## src/rtl/seg7_scan_driver.sv

```systemverilog
// seg7_scan_driver
// Four-digit time-multiplexed seven-segment display driver. A 16-bit packed
// hex value is accepted through a valid/ready handshake into a one-entry
// pending buffer and copied into the displayed value only at a frame
// boundary, so a frame never mixes old and new digits. Each digit slot lasts
// SCAN_DIV clocks, is PWM-dimmed by the brightness code, and may be blanked
// when it is a leading zero.
//
// Ports:
//   clk        system clock
//   rst_n      asynchronous active-low reset
//   digits_in  packed hex digits, [3:0] = digit 0 ... [15:12] = digit 3
//   ld_valid   digits_in valid
//   ld_ready   driver can accept a value (no value pending)
//   brightness PWM duty code, 0 = dimmest, 7 = full on
//   blank_lz   enable leading-zero blanking
//   seg        active-high segments, bit0 = a ... bit6 = g (registered)
//   dig_en     active-high one-hot digit enables (registered)
//   frame_tick one-cycle pulse after each completed frame (registered)
module seg7_scan_driver #(
    parameter int SCAN_DIV = 6250
) (
    input  logic        clk,
    input  logic        rst_n,
    input  logic [15:0] digits_in,
    input  logic        ld_valid,
    output logic        ld_ready,
    input  logic [2:0]  brightness,
    input  logic        blank_lz,
    output logic [6:0]  seg,
    output logic [3:0]  dig_en,
    output logic        frame_tick
);

    localparam logic [15:0] DIV_LAST = 16'(SCAN_DIV - 1);

    logic [15:0] div_cnt;
    logic [1:0]  idx;
    logic [15:0] disp_reg;
    logic [15:0] pend_reg;
    logic        pend_flag;

    logic        slot_end;
    logic        frame_end;
    logic        accept;
    logic [18:0] on_limit;
    logic        lit;
    logic [15:0] disp_shift;
    logic [3:0]  cur_nib;
    logic        upper_zero;
    logic        show;
    logic [6:0]  cur_seg;

    // Hex nibble to active-high segment pattern (g..a).
    function automatic logic [6:0] decode(input logic [3:0] n);
        case (n)
            4'h0: decode = 7'b0111111;
            4'h1: decode = 7'b0000110;
            4'h2: decode = 7'b1011011;
            4'h3: decode = 7'b1001111;
            4'h4: decode = 7'b1100110;
            4'h5: decode = 7'b1101101;
            4'h6: decode = 7'b1111101;
            4'h7: decode = 7'b0000111;
            4'h8: decode = 7'b1111111;
            4'h9: decode = 7'b1101111;
            4'hA: decode = 7'b1110111;
            4'hB: decode = 7'b1111100;
            4'hC: decode = 7'b0111001;
            4'hD: decode = 7'b1011110;
            4'hE: decode = 7'b1111001;
            default: decode = 7'b1110001;
        endcase
    endfunction

    assign ld_ready = !pend_flag;

    // Slot/frame boundaries, handshake acceptance and what the current slot
    // should show. The PWM limit is 19 bits wide so 8 x 65535 cannot overflow.
    always_comb begin
        slot_end   = (div_cnt == DIV_LAST);
        frame_end  = slot_end && (idx == 2'd3);
        accept     = ld_valid && !pend_flag;
        on_limit   = ((19'(brightness) + 19'd1) * 19'(SCAN_DIV)) >> 3;
        lit        = {3'b000, div_cnt} < on_limit;
        disp_shift = disp_reg >> {idx, 2'b00};
        cur_nib    = disp_shift[3:0];
        // Digit k is a leading zero when nibbles k..3 are all zero; digit 0
        // always stays visible so a zero value still shows "0".
        upper_zero = (idx != 2'd0) && (disp_shift == 16'h0000);
        show       = lit && !(blank_lz && upper_zero);
        cur_seg    = decode(cur_nib);
    end

    // Scan counters, pending buffer and frame-boundary swap. The swap uses the
    // flag from before this edge; an accept can only happen when that flag is
    // clear, so the two never fight over pend_flag.
    always_ff @(posedge clk or negedge rst_n) begin
        if (!rst_n) begin
            div_cnt    <= 16'd0;
            idx        <= 2'd0;
            disp_reg   <= 16'h0000;
            pend_reg   <= 16'h0000;
            pend_flag  <= 1'b0;
            seg        <= 7'd0;
            dig_en     <= 4'd0;
            frame_tick <= 1'b0;
        end else begin
            if (slot_end) begin
                div_cnt <= 16'd0;
                idx     <= idx + 2'd1;
            end else begin
                div_cnt <= div_cnt + 16'd1;
            end

            if (frame_end && pend_flag) begin
                disp_reg  <= pend_reg;
                pend_flag <= 1'b0;
            end
            if (accept) begin
                pend_reg  <= digits_in;
                pend_flag <= 1'b1;
            end

            seg        <= show ? cur_seg : 7'd0;
            dig_en     <= show ? (4'b0001 << idx) : 4'd0;
            frame_tick <= frame_end;
        end
    end

endmodule

```

## config.mk

```make
export PLATFORM = sky130hd
export DESIGN_NAME = seg7_scan_driver
export DESIGN_NICKNAME = d
export VERILOG_FILES = /design/src/rtl/seg7_scan_driver.sv
export SDC_FILE = /design/constraint.sdc
export NUM_CORES = 1
export LEC_CHECK = 0
export CORE_MARGIN = 2
export CORE_UTILIZATION = 45
export CTS_BUF_LIST = sky130_fd_sc_hd__clkbuf_4 sky130_fd_sc_hd__clkbuf_8
export DETAILED_ROUTE_END_ITERATION = 7
export HOLD_SLACK_MARGIN = 0.05
export PLACE_DENSITY = 0.65
export SYNTH_ARGS = -nofsm -noshare
export SYNTH_HDL_FRONTEND = slang
export SYNTH_SLANG_ARGS = --single-unit
```

## constraint.sdc

```tcl
create_clock -name clk -period 4.25 [get_ports clk]
set_input_delay 0.425 -clock clk [delete_from_list [all_inputs] [get_ports clk]]
set_output_delay 0.425 -clock clk [all_outputs]
set_load 0.02 [all_outputs]
```

# After elaboration in Yosys (flattened, before gate mapping)
# Memory sizes are Yosys's and may differ from the RTL's.
# Cells that the tools add are included.
# W data, S select, Z words.
# totals
word_cells	34
in_bits	23
out_inout_bits	13
regBits	63
romBits	112
memories	1
# mem_list
memory	words	word_bits	rd	rd_ports_with_merged_regs	wr	line_no	source
(no name shown)	16	7	1	0	0	56	case (n)
# op_classes
order_cmp	1
eq_ne	2
add_sub_neg	3
mux	5
shift	2
n_mul	1
n_reduce_logical	11
# ops
cell	n
$add A16 B1 Y16 const B	1
$eq A16 B13 Y1 const B	1
$logic_not A16 Y1	1
$lt A16 B14 Y1	1
$mul A4 B12 Y16 const B	1
$mux W16	1
$shr A16 B4 Y16	1
$mux W7	1
$logic_and A1 B1 Y1	6
$add A3 B1 Y4 const B	1
$mux W4	1
$reduce_bool A2 Y1	2
$shl A1 B2 Y4 const A	1
$add A2 B1 Y2 const B	1
$eq A2 B2 Y1 const B	1
$logic_not A1 Y1	2
$mux W1	2

# Logic depth before layout (Yosys ltp)
# Gate-level depths: netlist of the first run.
# logic_depth
depth_word	7
mapped_depth	17

# Least setup slack after synthesis of the first run
# OpenSTA, ideal clock, no wires.
# synth_timing
kind	input to register
start	input port brightness[0]
end	register dig_en[0]
setup_slack_ps	133
arrival_time_ps	3998
path_stages	17
setup_time_ps	119
t_required_ps	4131
cell_sequence	inv_1 ha_1 ha_1 ha_1 ha_1 a21oi_1 a2bb2oi_1 o31ai_1 a21oi_1 xor2_1 ha_1 nand2_1 or4_1 a311oi_1 a211oi_1 clkbuf_1 and2_1
# synth_between
elab_chain_cells	5
# synth_lines
element	line_no	source
from (decl)	28	input logic [2:0] brightness,
$add A3 B1 Y4	84	on_limit = ((19'(brightness) + 19'd1) * 19'(SCAN_DIV)) >> 3;
$mul A4 B12 Y16	84	
$lt A16 B14 Y1	85	lit = {3'b000, div_cnt} < on_limit;
$logic_and A1 B1 Y1	91	show = lit && !(blank_lz && upper_zero);
$mux W4	126	dig_en <= show ? (4'b0001 << idx) : 4'd0;
to (signal assigned)	126	
to (decl)	31	output logic [3:0] dig_en,
# No other way between the ends.
# A chain may end at the register's enable or synchronous reset.

# Worst setup path in the final report of the first run
# layout_timing
start	input port brightness[1]
end	register seg[0]
# layout_between
elab_chain_cells	5
# layout_lines
element	line_no	source
$add A3 B1 Y4	84	
$mul A4 B12 Y16	84	
$lt A16 B14 Y1	85	
$logic_and A1 B1 Y1	91	
$mux W7	125	seg <= show ? cur_seg : 7'd0;
to (signal assigned)	125	
to (decl)	30	output logic [6:0] seg,
# No other way between the ends.

==> results of run 1 <==
## cell type report
type	count	area, sq um
Multi-Input combinational cell	250	2340
Clock inverter	7	103
Clock buffer	9	124
Sequential cell	63	1580
Fill cell	675	3290
Timing Repair Buffer	68	597
Tap cell	105	131
Inverter	13	48.8
## worst max path at each step
stage,from,to,cells past startpoint
global route,brightness[1],seg[0],18
CTS,brightness[0],seg[0],18
floorplan,brightness[0],dig_en[0],17
global placement,brightness[0],seg[0],19
detailed placement,brightness[0],seg[0],19
finish,brightness[1],seg[0],19
## through the flow
step / area (sq um) / setup TNS, ns / utilization
6_report: 4920 / 0 / 0.599
5_1_grt: 4920 / -0.179 / 0.599
4_1_cts: 4720 / 0 / 0.575
2_1_floorplan: 3810 / 0 / -
3_3_place_gp: 4450 / -4.43 / 0.542
3_5_place_dp: 4450 / -5.10 / 0.542
## cells by family after synthesis
kind of cell / share of synthesized area
xor+xnor: 0.0742
simple gates: 0.142
mux: 0.146
fa+ha+maj: 0.125
flops: 0.414
buf+inv: 0.0253
compound gates: 0.0732
## layer usage
metal | vias to the layer above | global-route usage
met5 | - | 0
met2 | 69 | 0.306
li1 | 1357 | -
met1 | 1347 | 0.246
met3 | 12 | 0.0376
met4 | 0 | 0.0702
## layout by cell type (no fill, tap or decap), types with 9 or more instances in the layout
| master | count |
|---|---|
| buf_4 | 31 |
| clkbuf_8 | 9 |
| clkdlybuf4s50_1 | 33 |
| dfrtp_1 | 63 |
| ha_1 | 29 |
| inv_1 | 12 |
| mux2_2 | 26 |
| mux2_4 | 9 |
| nand2_1 | 25 |
| nand3_1 | 9 |
| nor2_1 | 21 |
| xnor2_1 | 15 |
| xor2_1 | 9 |
## critical path, cell delays in order
cell             delay (ns)
clkdlybuf4s50_1        0.43
buf_4                  0.17
ha_4                   0.18
xor2_2                 0.15
ha_1                   0.33
ha_4                   0.31
ha_4                   0.21
a31oi_4                0.15
o21ai_0                0.10
o21ai_1                0.15
a31oi_1                0.07
a2bb2oi_1              0.16
ha_1                   0.29
nand4_1                0.11
or4_4                  0.43
a311oi_2               0.29
a211oi_2               0.08
buf_4                  0.16
and3b_1                0.16
## what timing repair did
item	CTS	global route
buffers inserted	0	4
hold buffers	0	0
gates cloned	0	1
pin swaps	3	6
setup endpoints to repair	11	11
gates resized for setup	7	26
## power by group through the flow
stage | Combinational, W | Clock [W] | Sequential, W
2_1_floorplan | 0.000128 | 0 | 0.000645
3_3_place_gp | 0.000233 | 0 | 0.000644
3_5_place_dp | 0.000242 | 0 | 0.000645
4_1_cts | 0.000254 | 0.000596 | 0.000633
5_1_grt | 0.000331 | 0.000623 | 0.000636
6_report | 0.000299 | 0.000583 | 0.000633
==> flow_summary.yaml, run 1 <==
drt:
  avgRoutedWirePerCell_microns: 15.6
  vias: 2785
  routed_via_density: 5.41
  first_pass_iters: 4
  finalWirelength_mm: 8.02
  highest_layer: "met4"
  met2_length_mm: 3.93
  wl_met1_mm: 3.66
  dr_wl_met3_microns: 302
  drt-initial-drc-count: 93
  drtAntennaViolNets: 0
  post-route-drc-count: 0
synthesis:
  synthTopCellsByArea: "dfrtp_1 41%, ha_1 12%, mux2_2 7.7%, xnor2_1 3.7%, mux2_4 3.5%"
  synthDistinctLibCells: 51
  synth-seq-cells: 63
  yosys_warnings: 0
  async_flop_share: 1.00
  ys.flop_type: "dfrtp_1"
  synth_most_common_cell: "dfrtp_1"
  syn_area_sq_um: 3810
  syn_area_per_cell_sq_um: 11.4
  synth_nets: 396
  syn_inst: 335
  synth_commonest_cells: "63 x dfrtp_1, 38 x ha_1, 26 x mux2_2"
  synth_top_cell_by_area: "dfrtp_1"
  synth_top_area_frac: 0.414
  synth_edf_count: 0
  ys_seq_area_frac: 0.414
grt:
  grt_pass1_vias: 2812
  antenna_found_initial: 0
  grt_pass1_wl_mm: 13.2
  grt_overflow: 0
  grtUsageTotal: 0.187
  grt_max_degree: 64
final_layout:
  nNetsFinal: 466
  diodes: 0
  instances_no_fill: 515
  drive_gt1_frac: 0.288
  area_delta_synth_final_pct: 29.2
floorplan:
  initial_core_util: 0.464
  die_w_microns: 96.0
  io_pins: 36
  die_h_microns: 96.0
  die_area_sq_um: 9220
  core-area_sq_um: 8220
  rows: 33
sta:
  worst_pin_slew_ns: 0.778
  worst_slack_ns: 0.113
  skew_ns: 0.0106
  slew_headroom: 0.481
  layout_worst_path_cycle_share: 0.973
  hold_slack_ns: 0.243
  min_period_ns: 4.14
  max_freq_mhz: 242
  setup_viol: 0
  hold_viol_final: 0
  slew_violations: 0
place:
  place_congestion: 0.880
  pre_cts_ws_ns: -0.488
  hpwl_mm: 5.87
  io_buffers: 35
  place_inst: 494
setup_path:
  reg2reg_to: "disp_reg[14]"
  cp.required_ns: 4.48
  cp_max_fo: 6
  start_kind: "input port"
  path_class: "input port to flop"
  reg2reg_from: "div_cnt[10]"
  r2r_cells: 5
  cp.arrival_ns: 4.37
  rrSetupSlack_ns: 1.57
  end_kind: "flop"
pwr:
  ir_drop_v: 0.000241
  p_leak_nw: 2.18
  pwr-share-comb: 0.197
  power.density_nw_per_um2: 308
  intPower_w: 0.00113
  pwr-share-clk: 0.385
  seq_power_share: 0.418
  power.total_w: 0.00151
  power.switching_w: 0.000389
  swShare: 0.257
clock_tree:
  clock_path_buffers: 2
  clock-sinks: 63
  root_buffer: "clkbuf_8"
  clk_latency_ns: 0.34
  cts_made_buffers: 9
  cts_tree: "done"
  clkSlewWorstSetupHoldPaths_ns: 0.07
  h-tree-depth: 3
hold_path:
  hp-class: "input port to async pin"
run:
  drv_cap: 0
run_status:
  outcome: "completed"
Power figures use the tool's default switching activity.
==> run 2, diff against run 1 <==
--- a/config.mk
+++ b/config.mk
@@ -5,6 +5,7 @@
 export SDC_FILE = /design/constraint.sdc
 export NUM_CORES = 1
 export LEC_CHECK = 0
+export ABC_AREA = 0
 export CORE_MARGIN = 2
 export CORE_UTILIZATION = 45
 export CTS_BUF_LIST = sky130_fd_sc_hd__clkbuf_4 sky130_fd_sc_hd__clkbuf_8
==> results of run 2 <==
The final DEF is identical to that of run 1; final timing and power are the same.
==> run 3, diff against run 2 <==
--- a/config.mk
+++ b/config.mk
@@ -6,12 +6,14 @@
 export NUM_CORES = 1
 export LEC_CHECK = 0
 export ABC_AREA = 0
+export CELL_PAD_IN_SITES_DETAIL_PLACEMENT = 1
+export CELL_PAD_IN_SITES_GLOBAL_PLACEMENT = 1
 export CORE_MARGIN = 2
 export CORE_UTILIZATION = 45
 export CTS_BUF_LIST = sky130_fd_sc_hd__clkbuf_4 sky130_fd_sc_hd__clkbuf_8
 export DETAILED_ROUTE_END_ITERATION = 7
 export HOLD_SLACK_MARGIN = 0.05
-export PLACE_DENSITY = 0.65
+export PLACE_DENSITY_LB_ADDON = 0.1
 export SYNTH_ARGS = -nofsm -noshare
 export SYNTH_HDL_FRONTEND = slang
 export SYNTH_SLANG_ARGS = --single-unit
==> flow_summary.yaml, run 3 (same netlist as run 1, synthesis figures left out) <==
run_status:
  outcome: "completed"
final_layout:
  final_area_sq_um: 4880
  final_common_cell: "dfrtp_1"
  diodes: 0
  area_delta_synth_final_pct: 28.0
  drive_gt1_frac: 0.292
  fillers: 865
  nNetsFinal: 464
  final_cell_mix: "63 x dfrtp_1, 34 x clkdlybuf4s50_1, 30 x buf_4, 27 x ha_1, 26 x mux2_2"
pwr:
  power.density_nw_per_um2: 294
  p_leak_nw: 2.14
  ir_drop_v: 0.000163
  power.total_w: 0.00144
place:
  pre_cts_ws_ns: -0.555
  dpl_cell_area_sq_um: 4440
  place_congestion: 0.806
  io_buffers: 35
  hpwl_mm: 6.56
clock_tree:
  h-tree-depth: 3
  cts_tree: "done"
  clock_path_buffers: 2
  clkSlewWorstSetupHoldPaths_ns: 0.08
  clk_latency_ns: 0.36
  hold_buffers: 0
  clock-sinks: 63
  root_buffer: "clkbuf_8"
  cts_made_buffers: 9
sta:
  setup_viol: 0
  worst_slack_ns: 0.0776
  min_period_ns: 4.17
  slew_headroom: 0.471
  hold_viol_final: 0
  max_freq_mhz: 240
  worst_pin_slew_ns: 0.794
  skew_ns: 0.0110
  tns_ns: 0
  slew_violations: 0
  layout_worst_path_cycle_share: 0.982
floorplan:
  io_pins: 36
  die_w_microns: 96.0
  die_h_microns: 96.0
  die_area_sq_um: 9220
  initial_core_util: 0.464
  core-area_sq_um: 8220
  rows: 33
drt:
  drt-initial-drc-count: 95
  finalWirelength_mm: 9.67
  avgRoutedWirePerCell_microns: 18.8
  first_pass_iters: 4
  vias: 2858
  routed_via_density: 5.57
  post-route-drc-count: 0
  drtAntennaViolNets: 0
grt:
  grt_max_degree: 64
  antenna_found_initial: 0
  grt_pass1_wl_mm: 15.1
  grtUsageTotal: 0.216
  grt_overflow: 0
  grt_pass1_vias: 2981
setup_path:
  cp_slowest_cell: "clkdlybuf4s50_1"
  cp.required_ns: 4.50
  crit_chain: "clkdlybuf4s50_1, inv_1, ha_4, buf_4, xor3_1, ha_2, xnor2_1, buf_4, o21ai_1, o21ai_1, a31oi_1, a2bb2oi_2, ha_1, nand4_1, or4_4, a311oi_2, a211oi_2, buf_4, and3b_1"
  cp_max_fo: 11
  path_class: "input port to flop"
  cp.arrival_ns: 4.42
  end_kind: "flop"
  reg2reg_from: "idx[0]"
  cp-startpoint: "brightness[0]"
  critPathMaxStageDelay_ns: 0.50
  start_kind: "input port"
  cp_common_cell: "buf_4"
hold_path:
  hp-class: "input port to async pin"
run:
  drv_cap: 0
-- run 3: routing by layer --
| metal | GRT usage | wire length, microns | part of all wire |
|---|---|---|---|
| met5 | 0 | 0 | 0 |
| met2 | 0.341 | 4850 | 0.50 |
| met1 | 0.299 | 4410 | 0.46 |
| met4 | 0.0643 | 110 | 0.011 |
| met3 | 0.0446 | 293 | 0.030 |
-- run 3: path summary, 6_finish.rpt --
| path | slack [ns] | depth (start not counted) | end |
|---|---|---|---|
| min | 0.22 | 2 | seg[0] |
| max in group asynchronous | 3.49 | 2 | div_cnt[10] |
| min in group clk | 0.51 | 1 | disp_reg[3] |
| max | 0.08 | 19 | seg[0] |
| min reg2reg | 0.51 | 1 | disp_reg[3] |
| max reg2reg | 1.50 | 8 | seg[0] |
-- run 3: worst max-delay path, delay by kind of cell --
family,cells,cell delay [ns]
AO/OA/AOI/OAI,6,0.76
AND/OR/NAND/NOR,3,0.71
XOR/XNOR,2,0.58
buffers and inverters,5,1.10
adder cells (fa/ha/maj),3,0.84
-- run 3: report_power, final --
| part | total (W) | switching (W) | leakage, nW | internal [W] |
|---|---|---|---|---|
| Combinational | 0.000310 | 0.000141 | 1.25 | 0.000169 |
| Clock | 0.000493 | 0.000271 | 0.0888 | 0.000222 |
| Sequential | 0.000633 | 0.0000113 | 0.794 | 0.000622 |
-- run 3: cell type report --
type / count / area [sq um] / area share
clock buffer: 9 / 124 / 0.0254
timing repair buffer: 66 / 582 / 0.119
tap: 105 / 131 / 0.0269
sequential: 63 / 1580 / 0.323
clock inverter: 7 / 61.3 / 0.0126
inverter: 13 / 48.8 / 0.0100
multi-input combinational: 250 / 2350 / 0.483
-- run 3: stage by stage --
step / utilization / cells / hold WS [ns]
after floorplan: - / 335 / 0.129
after global placement: 0.541 / 493 / 0.487
after detailed placement: 0.541 / 493 / 0.496
after CTS: 0.580 / 511 / 0.256
after global routing: 0.594 / 513 / 0.298
final: 0.594 / 513 / 0.217
-- run 3: repair_timing --
item / 4_1_cts / 5_1_grt
pin swaps: 7 / 7
endpoints found under the setup margin: 11 / 11
setup buffers: 2 / 2
resized for setup: 17 / 16
